`src/rtl/sdes_pkg.sv`:
```
// Shared S-DES helpers: permutation tables, feeder FSM states and the
// P10 / P8 / LS primitives used by both the encrypt and decrypt feeders.
package sdes_pkg;

  typedef enum logic [2:0] {
    NOKEY = 3'd0,
    KGEN1 = 3'd1,
    KGEN2 = 3'd2,
    IDLE  = 3'd3,
    ENC   = 3'd4,
    OUT   = 3'd5
  } feeder_state_t;

  // Positions are 1-based with position 1 = MSB.
  localparam int P10_IDX [10] = '{3, 5, 2, 7, 4, 10, 1, 9, 8, 6};
  localparam int P8_IDX  [8]  = '{6, 3, 7, 4, 8, 5, 10, 9};

  function automatic logic [9:0] p10(input logic [9:0] k);
    logic [9:0] r;
    r = '0;
    for (int i = 0; i < 10; i++) begin
      r[9-i] = k[10-P10_IDX[i]];
    end
    return r;
  endfunction

  function automatic logic [7:0] p8(input logic [9:0] k);
    logic [7:0] r;
    r = '0;
    for (int i = 0; i < 8; i++) begin
      r[7-i] = k[10-P8_IDX[i]];
    end
    return r;
  endfunction

  // Rotate each 5-bit half left by n (n in 0..3).
  function automatic logic [9:0] ls(input logic [9:0] v, input logic [1:0] n);
    logic [4:0] l;
    logic [4:0] r;
    l = v[9:5];
    r = v[4:0];
    for (int i = 0; i < 3; i++) begin
      if (i < int'(n)) begin
        l = {l[3:0], l[4]};
        r = {r[3:0], r[4]};
      end
    end
    return {l, r};
  endfunction

endpackage

```
`src/rtl/sdes_cbc_feeder_if.sv`:
```
// Plaintext-in / ciphertext-out byte streams of the CBC feeder.
// master = producer of plaintext and consumer of ciphertext; slave = feeder.
interface sdes_cbc_feeder_if;
  logic       in_valid;
  logic [7:0] in_data;
  logic       in_ready;
  logic       out_valid;
  logic [7:0] out_data;
  logic       out_ready;

  modport master (
    output in_valid, in_data, out_ready,
    input  in_ready, out_valid, out_data
  );

  modport slave (
    input  in_valid, in_data, out_ready,
    output in_ready, out_valid, out_data
  );
endinterface

```
`src/rtl/sdes_keysched_seq.sv`:
```
// Two-cycle S-DES key schedule: the start cycle produces K1, the following
// cycle produces K2 (done high). Subkeys then hold until the next start.
module sdes_keysched_seq
  import sdes_pkg::*;
(
  input  logic       clk,
  input  logic       rst,
  input  logic       start,
  input  logic [9:0] key,
  output logic       done,
  output logic [7:0] subkey1,
  output logic [7:0] subkey2
);

  logic [9:0] halves_q;
  logic       step2_q;
  logic [9:0] halves_ls1;
  logic [9:0] halves_ls2;

  assign halves_ls1 = ls(p10(key), 2'd1);
  assign halves_ls2 = ls(halves_q, 2'd2);
  assign done       = step2_q;

  // Step through LS1 -> K1, then LS2 -> K2; subkeys are only written here.
  always_ff @(posedge clk or posedge rst) begin
    if (rst) begin
      halves_q <= '0;
      step2_q  <= 1'b0;
      subkey1  <= '0;
      subkey2  <= '0;
    end else begin
      step2_q <= start;
      if (start) begin
        halves_q <= halves_ls1;
        subkey1  <= p8(halves_ls1);
      end else if (step2_q) begin
        halves_q <= halves_ls2;
        subkey2  <= p8(halves_ls2);
      end
    end
  end

endmodule

```
`src/rtl/sdes_cbc_feeder.sv`:
```
// Sequential front end for the combinational S-DES encrypt datapath:
// key schedule, CBC chaining, and valid/ready plaintext/ciphertext streams.
module sdes_cbc_feeder
  import sdes_pkg::*;
#(
  parameter bit CBC_EN = 1'b1
) (
  input  logic                 clk,
  input  logic                 rst,
  input  logic                 key_load,
  input  logic [9:0]           key_in,
  input  logic [7:0]           iv_in,
  output logic                 key_ready_o,
  sdes_cbc_feeder_if.slave     bus,
  output logic [7:0]           enc_pt_o,
  output logic [7:0]           subkey1_o,
  output logic [7:0]           subkey2_o,
  input  logic [7:0]           enc_ct_i
);

  feeder_state_t state_q;
  feeder_state_t state_d;

  logic [9:0] key_q;
  logic [7:0] iv_q;
  logic [7:0] chain_q;
  logic [7:0] out_data_q;

  logic load_acc;
  logic in_acc;
  logic ks_start;
  logic ks_done;

  sdes_keysched_seq u_keysched (
    .clk     (clk),
    .rst     (rst),
    .start   (ks_start),
    .key     (key_q),
    .done    (ks_done),
    .subkey1 (subkey1_o),
    .subkey2 (subkey2_o)
  );

  assign bus.out_data = out_data_q;

  // State register.
  always_ff @(posedge clk or posedge rst) begin
    if (rst) begin
      state_q <= NOKEY;
    end else begin
      state_q <= state_d;
    end
  end

  // Next state and handshake outputs; key_load wins over in_valid in IDLE,
  // and in_ready/out_valid are never high together (no bypass path).
  always_comb begin
    state_d       = state_q;
    load_acc      = 1'b0;
    in_acc        = 1'b0;
    ks_start      = 1'b0;
    key_ready_o   = 1'b0;
    bus.in_ready  = 1'b0;
    bus.out_valid = 1'b0;
    unique case (state_q)
      NOKEY: begin
        if (key_load) begin
          load_acc = 1'b1;
          state_d  = KGEN1;
        end
      end
      KGEN1: begin
        ks_start = 1'b1;
        state_d  = KGEN2;
      end
      KGEN2: begin
        if (ks_done) begin
          state_d = IDLE;
        end
      end
      IDLE: begin
        key_ready_o  = 1'b1;
        bus.in_ready = ~key_load;
        if (key_load) begin
          load_acc = 1'b1;
          state_d  = KGEN1;
        end else if (bus.in_valid) begin
          in_acc  = 1'b1;
          state_d = ENC;
        end
      end
      ENC: begin
        state_d = OUT;
      end
      OUT: begin
        bus.out_valid = 1'b1;
        if (bus.out_ready) begin
          state_d = IDLE;
        end
      end
      default: begin
        state_d = NOKEY;
      end
    endcase
  end

  // Key/IV capture, chaining value, datapath plaintext and ciphertext capture.
  // enc_pt_o only moves on an accepted byte so the encrypt path is stable in ENC.
  always_ff @(posedge clk or posedge rst) begin
    if (rst) begin
      key_q      <= '0;
      iv_q       <= '0;
      chain_q    <= '0;
      enc_pt_o   <= '0;
      out_data_q <= '0;
    end else begin
      if (load_acc) begin
        key_q <= key_in;
        iv_q  <= iv_in;
      end
      if (state_q == KGEN2) begin
        chain_q <= iv_q;
      end
      if (in_acc) begin
        enc_pt_o <= CBC_EN ? (bus.in_data ^ chain_q) : bus.in_data;
      end
      if (state_q == ENC) begin
        out_data_q <= enc_ct_i;
        if (CBC_EN) begin
          chain_q <= enc_ct_i;
        end
      end
    end
  end

endmodule

```
`src/flat_wrapper.sv`:
```
// flat-port wrapper written by rule: the top's interface ports become plain ports
module sdes_cbc_feeder_flat import sdes_pkg::*;
#(
  parameter bit CBC_EN = 1'b1
)
  (clk, rst, key_load, key_in, iv_in, key_ready_o, enc_pt_o, subkey1_o, subkey2_o, enc_ct_i, bus_in_valid, bus_in_data, bus_out_ready, bus_in_ready, bus_out_valid, bus_out_data);
  sdes_cbc_feeder_if bus_i ();
  input  logic clk;
  input  logic rst;
  input  logic key_load;
  input  logic [9:0] key_in;
  input  logic [7:0] iv_in;
  output logic key_ready_o;
  output logic [7:0] enc_pt_o;
  output logic [7:0] subkey1_o;
  output logic [7:0] subkey2_o;
  input  logic [7:0] enc_ct_i;
  input wire logic [$bits(bus_i.in_valid)-1:0] bus_in_valid;
  input wire logic [$bits(bus_i.in_data)-1:0] bus_in_data;
  input wire logic [$bits(bus_i.out_ready)-1:0] bus_out_ready;
  output wire logic [$bits(bus_i.in_ready)-1:0] bus_in_ready;
  output wire logic [$bits(bus_i.out_valid)-1:0] bus_out_valid;
  output wire logic [$bits(bus_i.out_data)-1:0] bus_out_data;
  assign bus_i.in_valid = bus_in_valid;
  assign bus_i.in_data = bus_in_data;
  assign bus_i.out_ready = bus_out_ready;
  assign bus_in_ready = bus_i.in_ready;
  assign bus_out_valid = bus_i.out_valid;
  assign bus_out_data = bus_i.out_data;
  sdes_cbc_feeder #(.CBC_EN(CBC_EN)) u_core (.clk(clk), .rst(rst), .key_load(key_load), .key_in(key_in), .iv_in(iv_in), .key_ready_o(key_ready_o), .bus(bus_i), .enc_pt_o(enc_pt_o), .subkey1_o(subkey1_o), .subkey2_o(subkey2_o), .enc_ct_i(enc_ct_i));
endmodule
```
`config.mk`:
```
export PLATFORM = sky130hd
export DESIGN_NAME = sdes_cbc_feeder_flat
export DESIGN_NICKNAME = d
export VERILOG_FILES = /design/src/rtl/sdes_pkg.sv /design/src/rtl/sdes_cbc_feeder_if.sv /design/src/rtl/sdes_keysched_seq.sv /design/src/rtl/sdes_cbc_feeder.sv /design/src/flat_wrapper.sv
export SDC_FILE = /design/constraint.sdc
export NUM_CORES = 1
export LEC_CHECK = 0
export CAP_MARGIN = 5
export CORE_MARGIN = 2
export CORE_UTILIZATION = 44
export DETAILED_ROUTE_END_ITERATION = 10
export MAX_ROUTING_LAYER = met4
export PLACE_DENSITY = 0.76
export SLEW_MARGIN = 20
export SYNTH_ARGS = -nofsm -noshare
export SYNTH_HDL_FRONTEND = slang
export SYNTH_HIERARCHICAL = 1
export SYNTH_SLANG_ARGS = --single-unit
```
`constraint.sdc`:
```
create_clock -name clk -period 1.97 [get_ports clk]
set_clock_uncertainty 0.2 [all_clocks]
set_input_delay 0.2955 -clock clk [delete_from_list [all_inputs] [get_ports clk]]
set_output_delay 0.2955 -clock clk [all_outputs]
set_load 0.03 [all_outputs]
```
== After elaboration in Yosys (flattened, before gate mapping) ==
Index checks and enable logic that the tools add are counted.
Widths: inputs -> output; s select.

* Register bits after elaboration: 72
* Bits of input ports: 39
* Word-level logic and storage cells: 47

* Equality and inequality tests: 9
* Multiplexer cells: 19
* Bitwise gates (word level): 3
* Reductions and logical operators: 6

{| class="wikitable"
|+ Operator list
! operator !! count
|-
| $mux 10 || 2
|-
| $pmux 3 s6 || 1
|-
| $mux 8 || 2
|-
| $mux 3 || 5
|-
| $mux 1 || 9
|-
| $xor 8x8->8 || 1
|-
| $eq 3x2->1 const B || 2
|-
| $eq 3x3->1 const B || 2
|-
| $ne 2x2->1 const B || 3
|-
| $reduce_and 4->1 || 1
|-
| $reduce_bool 2->1 || 2
|-
| $eq 3x1->1 const B || 1
|-
| $logic_not 3->1 || 1
|-
| $ne 3x3->1 const B || 1
|-
| $not 1->1 || 2
|-
| $reduce_and 2->1 || 1
|-
| $reduce_or 2->1 || 1
|}

== Depth between registers and ports, before layout ==
Gate-level depths: netlist (run 1).

* Depth in word-level cells: 4
* Gate-level depth with buffers: 7
* Mapped depth without buffers: 4

== By module ==
Netlist (run 1), hierarchy kept.

{| class="wikitable"
|+ Modules (own cells, without submodules)
! module !! times used !! cells each !! area an instance (um^2) !! sequential area each (um^2)
|-
| sdes_cbc_feeder || 1 || 137 || 1946.9 || 1126.1
|-
| sdes_keysched_seq || 1 || 88 || 1097.3 || 675.6
|}

== Worst setup path after synthesis (run 1) ==
OpenSTA, ideal clock, no wires.

* Kind: flip-flop to flip-flop
* From: register u_core.state_q[0]
* To: register u_core.iv_q[0]
* Library setup time: 0.125 ns
* Arrival time: 1.513 ns
* Data required time: 1.645 ns
* Slack: 0.132 ns
* Stages on the path, launching flop included: 7
* Path buffers: 3
* Clock period less this slack: 1.838 ns
* Path through: dfrtp_1 buf_6 xnor2_1 and3_1 buf_2 buf_2 mux2_2

* Cells in the longest elaborated chain, start to end: 3

{| class="wikitable"
|+ Ends and longest elaborated chain
! what !! line !! source
|-
| from (decl) || sdes_cbc_feeder.sv:21 || <nowiki>feeder_state_t state_q;</nowiki>
|-
| from (signal assigned) || sdes_cbc_feeder.sv:51 || <nowiki>state_q <= state_d;</nowiki>
|-
| $eq 3x2->1 or $logic_not 3->1 (tied branches) || sdes_cbc_feeder.sv:65 || <nowiki>unique case (state_q)</nowiki>
|-
| $reduce_or 2->1 (no source line) * || - ||
|-
| $mux 1 * || - ||
|-
| to (signal assigned) || sdes_cbc_feeder.sv:119 || <nowiki>iv_q <= iv_in;</nowiki>
|-
| to (decl) || sdes_cbc_feeder.sv:25 || <nowiki>logic [7:0] iv_q;</nowiki>
|}

Mark *: on every way between the ends. The rest lies on a longest branch, timed or not.
A chain may end at the register's enable or synchronous reset.

== Worst setup path in the final report (run 1) ==
* From: register u_core.state_q[1]
* To: output bus_out_valid

* Cells in the longest elaborated chain, start to end: 2

{| class="wikitable"
|+ Ends and longest elaborated chain
! what !! line !! source
|-
| $eq 3x3->1 || sdes_cbc_feeder.sv:65 ||
|-
| $mux 1 || sdes_cbc_feeder.sv:65 ||
|-
| to (decl) || flat_wrapper.sv:22 || <nowiki>output wire logic [$bits(bus_i.out_valid)-1:0] bus_out_valid;</nowiki>
|}

Every way passes these cells.

==> results.toml, run 1 <==
[status]
status = "completed"

[worst_hold_path]
hold_path.class = "in -> async"

[synthesis]
syn_area_per_cell_um2 = 13.53
syn-num-nets = 264
yosys_warnings = 6
synth-seq-area-share_pct = 59.19
synth_top_cells_by_area = "dfrtp_1, mux2_2, mux2_4, mux2i_1, o21ai_0"
synth-main-ff-cell = "dfrtp_1"
synth_cell_types = 32
synth_cells = 225
synth_common_cells = "dfrtp_1, mux2_2, o21ai_0, mux2_4, nand2_1"
synth-edff-count = 0
synth_top_cell_by_area = "dfrtp_1"
synthesis.area_mm2 = 0.003044
netlist.area_leader.share_pct = 59.19
synth-async-reset-ratio_pct = 100.0
synth.most_common_cell = "dfrtp_1"
synth_seq_cells = 72

[floorplan]
core_mm2 = 0.006756
die_h_um = 87.18
initial_core_util_pct = 45.06
io-pin-count = 74
rows = 30
fp.dieArea_mm2 = 0.007599
die_width_um = 87.18

[final_layout]
final_area_mm2 = 0.004173
nNetsFinal = 350
area_growth_pct = 37.07
n_antenna_cell = 0
drive_above_1_share_pct = 27.22

[detailed_routing]
routed_wl_mm = 6.134
post_drt_wl_per_cell_um = 15.49
drc_errors = 0
drt-initial-drc-count = 32
ant_nets = 0
firstDrtPassIters = 4
vias = 1967
via_per_inst = 4.967

[global_routing]
grt_max_degree = 32
grt_first_pass_wirelength_mm = 10.07
grt_use_total_pct = 18.55
grt_pass1_vias = 2079
antenna_found_initial = 0
grt_remaining_overflow = 0

[worst_setup_path]
required_ns = 1.47
crit_type = "reg -> out"
arrival_ns = 1.42
cp-start-kind = "flip-flop"
worst-path-max-fanout = 8
end_kind = "output port"

[timing]
tightestPinTransition_ns = 0.4392
hold_viol_final = 0
holdWs_ns = 0.08112
fin_crit_sh_pct = 97.11
relSlewSlack_pct = 70.72
fin_crit_ns = 1.913
finalSetupViolCount = 0
slew_violations = 0
max_freq_mhz = 522.7

[cts]
cts_tree = "done"
cts-root-buf = "clkbuf_8"
clk_latency_ns = 0.35
cts_buffers = 9
path_clk_slew_ns = 0.07
cts_sinks = 72
clockBufferDepth = 2
ctsHtreeMaxLevel = 3

[placement]
port_buffers = 73
placed_area_mm2 = 0.003928
place_congestion = 0.7324
place_hpwl_mm = 4.427

[pwr]
vdd.ir_drop.worst_v = 0.0009727
p_leak_nw = 1.841
power_density_mw_per_mm2 = 1790
design_power_total_mw = 7.470

[run]
maxCapViolCount = 0
[kinds of logic (layout without fill, tap and decap cells)]
kind of cell,Yosys count,count (layout),share of synthesized area (%)
buf+inv,25,116,4.439
simple gates,25,25,4.357
mux,52,52,20.80
xor+xnor,9,9,2.590
compound gates,42,42,8.631
flops,72,72,59.19
[area by class of cell]
type	count	area [µm²]
inverters	12	45.04
well taps	80	100.1
multi-input cells	128	1122
repair buffers	88	880.8
fillers	543	2584
flip-flops and latches	72	1805
clock buffers	9	123.9
clock inverters	7	95.09
[placed cells by master (no fill, tap or decap), types with 2 or more instances in the layout]
master           Yosys  final
buf_4                1     13
o21ai_1              4      4
nor3_1               3      2
clkinv_2             0      2
dfrtp_1             72     69
mux2_4              16     16
bufinv_16            0      2
clkbuf_8             0      9
xor2_1               8      8
buf_12               0      3
inv_1               11     10
o21ai_0             17     17
nor2_2               1      2
clkdlybuf4s50_1      0     69
mux2_2              26     26
dfrtp_2              0      3
a2bb2oi_1            7      7
mux2i_1             10     10
o22ai_1              9      9
nand2_1             12     12
[power breakdown]
group	internal [mW]	switching (mW)	leakage, nW
logic	1.82	1.69	0.863
clock network	0.714	0.558	0.110
registers	2.22	0.468	0.868
[metal layers]
| metal | track usage [%] | wire length (µm) | vias up |
|---|---|---|---|
| met5 | - | 0 | - |
| met4 | 6.294 | 89 | 0 |
| met3 | 7.488 | 436 | 9 |
| met2 | 28.04 | 2935 | 64 |
| met1 | 22.79 | 2672 | 939 |
| li1 | - | - | 955 |
[worst max-delay path: stages (launching register included)]
cell      delay, ns
dfrtp_2        0.46
nand2b_4       0.19
buf_4          0.18
nor2_2         0.10
buf_6          0.14
[worst paths after layout]
path | startpoint | to | slack, ns | cells past startpoint
max in group asynchronous | rst | u_core/state_q[2] | 1.00 | 3
min in group clk | u_core/key_q[5] | u_core/u_keysched/halves_q[9] | 0.28 | 2
max | u_core/state_q[1] | bus_out_valid | 0.06 | 4
min | rst | u_core/key_q[4] | 0.08 | 2
max reg2reg | u_core/state_q[2] | u_core/enc_pt_o[7] | 0.15 | 2
min reg2reg | u_core/key_q[5] | u_core/u_keysched/halves_q[9] | 0.28 | 2
[stage by stage]
step           worst slack [ns]  utilization [%]  std cells    TNS, ns
6_report                0.05691            61.76        396          0
5_1_grt               -0.004464            61.76        396  -0.004464
3_5_place_dp            -0.1214            58.13        379    -0.9433
4_1_cts                 0.01840            61.50        395          0
2_1_floorplan            0.1319                -        225          0
3_3_place_gp           -0.08639            58.13        379    -0.6787
[sequential cells by signal, indices dropped and copies added, names as in the netlist]
| signal | cells |
|---|---|
| u_core/chain_q | 8 |
| u_core/u_keysched/subkey2 | 8 |
| u_core/bus.out_data | 8 |
| u_core/key_q | 10 |
| u_core/enc_pt_o | 8 |
| u_core/u_keysched/subkey1 | 8 |
| u_core/state_q | 3 |
| u_core/u_keysched/halves_q | 10 |
| u_core/u_keysched/done | 1 |
| u_core/iv_q | 8 |
[timing repair]
item / 4_1_cts / 5_1_grt
endpoints found under the setup margin: 2 / 3
hold buffers: 0 / 0
resized for setup: 5 / 4
buffers inserted: 0 / 1
No activity file was read; power rests on OpenSTA's default activity.
==> inputs of run 2 (changes only) <==
CORE_UTILIZATION = 49   (was 44)
MAX_ROUTING_LAYER = not set   (was met4)
PLACE_DENSITY = 0.8   (was 0.76)
clock period = 1.8 ns   (was 1.97 ns; I/O delays follow)
==> run 2 against run 1 <==
Against the previous run:
- the flow now finishes with violations (negative setup slack)
- worst hold slack got worse by 0.057 ns
- sequential power increased by 8.2%
- sequential share of layout area fell by 1.1 points
- clock-buffer cell count stayed put
- routed wire length is 11% higher
- critical path type is now reg -> reg
- critical endpoint is now u_core/enc_pt_o[3]
- highest routed layer unchanged
==> results.toml, run 2 (synthesis results as in run 1) <==
[final_layout]
drive_above_1_share_pct = 30.56
final_cell_mix = "dfrtp_1, clkdlybuf4s50_1, dlygate4sd2_1, mux2_4, mux2_2"
n_antenna_cell = 0
area_growth_pct = 40.57
postLayoutCoreUtil_pct = 71.85
nNetsFinal = 358
final_common_cell = "dfrtp_1"
largestRegisters = "u_core/key_q x10, u_core/u_keysched/halves_q x10"

[status]
status = "complete, but fails checks"
violations = "negative setup slack"

[worst_setup_path]
reg2reg_depth = 4
cp_cell_sequence = "buf_6 -> nand2_4 -> or4b_4 -> mux2_4"
required_ns = 1.83
max_stage_delay_ns = 0.61
end_kind = "flip-flop"
crit_path_start = "u_core/state_q[1]"
arrival_ns = 1.86
critical_path.reg2reg.startpoint = "u_core/state_q[1]"
worst-path-max-fanout = 9
worst_path_dominant_cell_family = "simple AND/OR/NAND/NOR gates"
r2r-end = "u_core/enc_pt_o[3]"
cp_num_buf_inv = 1
cp-start-kind = "flip-flop"
reg2reg_setup_slack_ns = -0.03
crit_type = "reg -> reg"
slowest_stage = "or4b_4"

[cts]
path_clk_slew_ns = 0.08
cts-root-buf = "clkbuf_8"
clockBufferDepth = 2
clk_latency_ns = 0.35
cts_tree = "done"
cts_sinks = 72
cts_buffers = 9
ctsHtreeMaxLevel = 3

[floorplan]
fp.dieArea_mm2 = 0.006859
io-pin-count = 74
rows = 28
die_h_um = 82.82
die_width_um = 82.82
initial_core_util_pct = 51.11
core_mm2 = 0.005956

[timing]
grt_setup_unrepaired = "true"
tightestPinTransition_ns = 0.3375
worst_slack_ns = -0.03176
finalSetupViolCount = 17
hold_viol_final = 0
fin_crit_ns = 1.832
relSlewSlack_pct = 77.50
max_freq_mhz = 545.9
holdWs_ns = 0.02376
fin_crit_sh_pct = 101.8
slew_violations = 0
tns_ns = -0.2384

[detailed_routing]
ant_nets = 0
drt-initial-drc-count = 95
drc_errors = 0
via_per_inst = 5.178
routed_wl_mm = 6.781
post_drt_wl_per_cell_um = 16.99
firstDrtPassIters = 4
vias = 2066

[pwr]
vdd.ir_drop.worst_v = 0.001080
power_density_mw_per_mm2 = 1945
p_leak_nw = 1.995

[global_routing]
grt_max_degree = 34
grt_first_pass_wirelength_mm = 11.05
grt_pass1_vias = 2164
grt_use_total_pct = 20.66
grt_remaining_overflow = 0
antenna_found_initial = 0

[worst_hold_path]
hold_path.class = "in -> async"

[placement]
place_hpwl_mm = 4.643
place_congestion = 0.7772
port_buffers = 73

[run]
maxCapViolCount = 0
==> run 2: cell count changes in the layout (fill, tap and decap cells not counted), sizes merged <==
| cell | before | now |
|---|---|---|
| clkdlybuf4s50 | 69 | 38 |
| dlygate4sd2 | 1 | 32 |
| buf | 17 | 26 |
| clkinv | 4 | 5 |
| clkinvlp | 1 | 0 |
| dlymetal6s2s | 1 | 0 |
==> run 2: timing repair <==
item	CTS	global route
resized for setup	38	24
hold buffers	0	0
setup buffers	1	4
setup endpoints to repair	49	37
==> run 2: through the flow <==
step / setup WS [ns] / cell area, µm² / std cells / power [mW]
after detailed placement: -0.2146 / 3944 / 379 / 6.826
final: -0.03176 / 4279 / 399 / 8.322
after global routing: -0.07215 / 4279 / 399 / 8.803
after global placement: -0.1890 / 3944 / 379 / 6.680
after floorplan: 0.002293 / 3052 / 225 / 5.495
after CTS: -0.04495 / 4149 / 395 / 8.070
==> run 2: how the worst max path moves through the flow <==
stage                         endpoint  slack [ns]  cells past startpoint
CTS                      bus_out_valid       -0.04                      4
global placement    u_core/enc_pt_o[1]       -0.19                      3
floorplan                bus_out_valid       0.002                      4
detailed placement  u_core/enc_pt_o[3]       -0.21                      3
finish              u_core/enc_pt_o[3]       -0.03                      4
global route           u_core/key_q[5]       -0.07                      6
==> run 2: final cells by class <==
cell class              instances  area [µm²]
flip-flops and latches         72        1803
fillers                       444        1677
multi-input cells             128        1202
repair buffers                 96       914.6
clock buffers                   9       123.9
clock inverters                 7       96.34
well taps                      75       93.84
inverters                      12       45.04
==> run 2: metal layers <==
layer  vias up  track usage, %  routed length, µm
met5         -               0                  0
met4         0           7.601                116
met3         9           5.368                260
met2        45           34.75               3538
met1      1028           25.78               2865
li1        984               -                  -
==> run 2: report_power, final <==
part	total [mW]	internal [mW]	switching, mW	leakage [nW]
Clock	1.40	0.782	0.615	0.113
Combinational	4.01	1.97	2.04	1.01
Sequential	2.91	2.43	0.483	0.871
==> edit, RTL diff (flow settings as in run 2) <==
Reset style: synchronous (`rst`), changed in 3 clocked blocks.
--- a/src/rtl/sdes_keysched_seq.sv
+++ b/src/rtl/sdes_keysched_seq.sv
@@ -23,5 +23,5 @@
 
   // Step through LS1 -> K1, then LS2 -> K2; subkeys are only written here.
-  always_ff @(posedge clk or posedge rst) begin
+  always_ff @(posedge clk) begin
     if (rst) begin
       halves_q <= '0;
--- a/src/rtl/sdes_cbc_feeder.sv
+++ b/src/rtl/sdes_cbc_feeder.sv
@@ -45,5 +45,5 @@
 
   // State register.
-  always_ff @(posedge clk or posedge rst) begin
+  always_ff @(posedge clk) begin
     if (rst) begin
       state_q <= NOKEY;
@@ -107,5 +107,5 @@
   // Key/IV capture, chaining value, datapath plaintext and ciphertext capture.
   // enc_pt_o only moves on an accepted byte so the encrypt path is stable in ENC.
-  always_ff @(posedge clk or posedge rst) begin
+  always_ff @(posedge clk) begin
     if (rst) begin
       key_q      <= '0;
Formal check against the unedited RTL: differs if rst is asserted again (counterexample within 4 cycles, from zero or initial values and one cycle with rst high); with rst held inactive, the same outputs for 10 cycles.
==> edit against run 2 <==
Critical path depth stayed put. Fmax is 6.1% higher. Wire length is 4.9% lower. Area after synthesis is 2.0% lower. Largest cell class unchanged. Sequential share of layout area is 5.3 points lower. Sequential cell count stayed put. Die area is 1.9% lower. Worst setup slack better by 0.10 ns. Final cell count is 13% higher. Design area is 8.2% lower.
Power is not compared: it rests on default switching activity, and its combinational part moved more than twofold at a synthesized area within 25%.
==> edit: results (changes against run 2) <==
* Main area contributors after synthesis: dfxtp_1, mux2i_1, nor2_1
* Post-DP Area at 3740 um2 (-5.2%)
* 1st-iter DRT viols at 156 (+64%)
* Synthesized Nets at 336 (+27%)
* Number of distinct library cells after synthesis at 35 (+9.4%)
* Status: complete, no violations
* DR vias at 2274 (+10%)
* Crit-path slowest cell: dfxtp_4
* Post-synthesis compound-gate area fraction at 7.505% (-1.1 points)
* Detail Placement HPWL at 4.636 mm (-0.15%)
* Register area share after synthesis at 48.30% (-11 points)
* Final hold slack at 0.1774 ns (+0.1537 ns)
* Worst Path Max Fanout at 5 (-4)
* Critical path endpoint: bus_in_ready
* Wire length per cell at 14.30 um (-16%)
* Largest net degree at the start of global routing at 22 (-35%)
* Critical path's top delay family: flip-flops
* Post-Synth XOR/XNOR Area at 3.187% (+0.60 points)
* Worst r2r path cells at 5 (+1)
* Final min period at 1.727 ns (-0.1049 ns)
* GRT Total Usage at 20.68% (about the same)
* Mux contribution to synthesized area at 18.53% (-2.3 points)
* Pre-CTS setup slack at -0.08419 ns (+0.1304 ns)
* Crit path from: u_core/state_q[1]$_SDFFE_PP0P_
* Synth top cells by count: dfxtp_1, nor2_1, mux2i_1
* Proportion of layout cells with a drive suffix above 1 at 11.44% (-19 points)
* Filler instances at 500 (+13%)
* Worst-margin pin slew at 0.5258 ns (+0.1884 ns)
* Predominant post-synthesis flop cell: dfxtp_1
* Data arrival, critical path at 1.26 ns (-0.60 ns)
* Reg2reg end: u_core/u_keysched/halves_q[5]$_SDFFE_PP0P_
==> edit: cell count changes after synthesis, moves of 9 or more <==
| cell | run 2 | this run |
|---|---|---|
| mux2_2 | 26 | 0 |
| inv_1 | 11 | 2 |
| mux2i_1 | 10 | 44 |
| mux2_1 | 0 | 10 |
| o21ai_0 | 17 | 1 |
| o22ai_1 | 9 | 0 |
| dfxtp_1 | 0 | 72 |
| a21oi_1 | 1 | 13 |
| nand2_1 | 12 | 28 |
| dfrtp_1 | 72 | 0 |
| nor2_1 | 2 | 62 |
| mux2_4 | 16 | 0 |
==> edit: per-stage QoR <==
| stage | total power (uW) | setup TNS, ns | std cells |
|---|---|---|---|
| after floorplan | 2186 | 0 | 297 |
| after global placement | 2341 | -0.6022 | 434 |
| after detailed placement | 2367 | -0.9323 | 434 |
| after CTS | 3648 | 0 | 450 |
| after global routing | 3782 | 0 | 451 |
| final | 3630 | 0 | 451 |
==> edit: final cells by class <==
cell class / instances / area, um2 / area share (%)
Clock buffer: 11 / 151.4 / 3.856
Inverter: 2 / 7.507 / 0.1912
Sequential cell: 72 / 1448 / 36.87
Multi-Input combinational cell: 201 / 1361 / 34.67
Tap cell: 75 / 93.84 / 2.390
Timing Repair Buffer: 85 / 809.5 / 20.62
Clock inverter: 5 / 55.05 / 1.402
==> edit: power by group <==
group	leakage (uW)	internal (uW)	switching, uW	total (uW)
clock	0.000101	710	587	1300
combinational	0.00103	299	273	572
sequential	0.000586	1680	78.3	1760
==> edit: layer usage <==
layer  up-vias  routed length, um  track usage (%)
met2        52               3087            33.74
met3         9                248            3.956
met4         0                106            10.00
li1       1150                  -                -
met1      1063               3007            26.18
met5         -                  0                0
==> edit: timing repair <==
item,CTS,global route
setup buffers,0,1
pin swaps,0,0
setup endpoints to repair,35,2
gates resized for setup,36,2
gates cloned,0,0
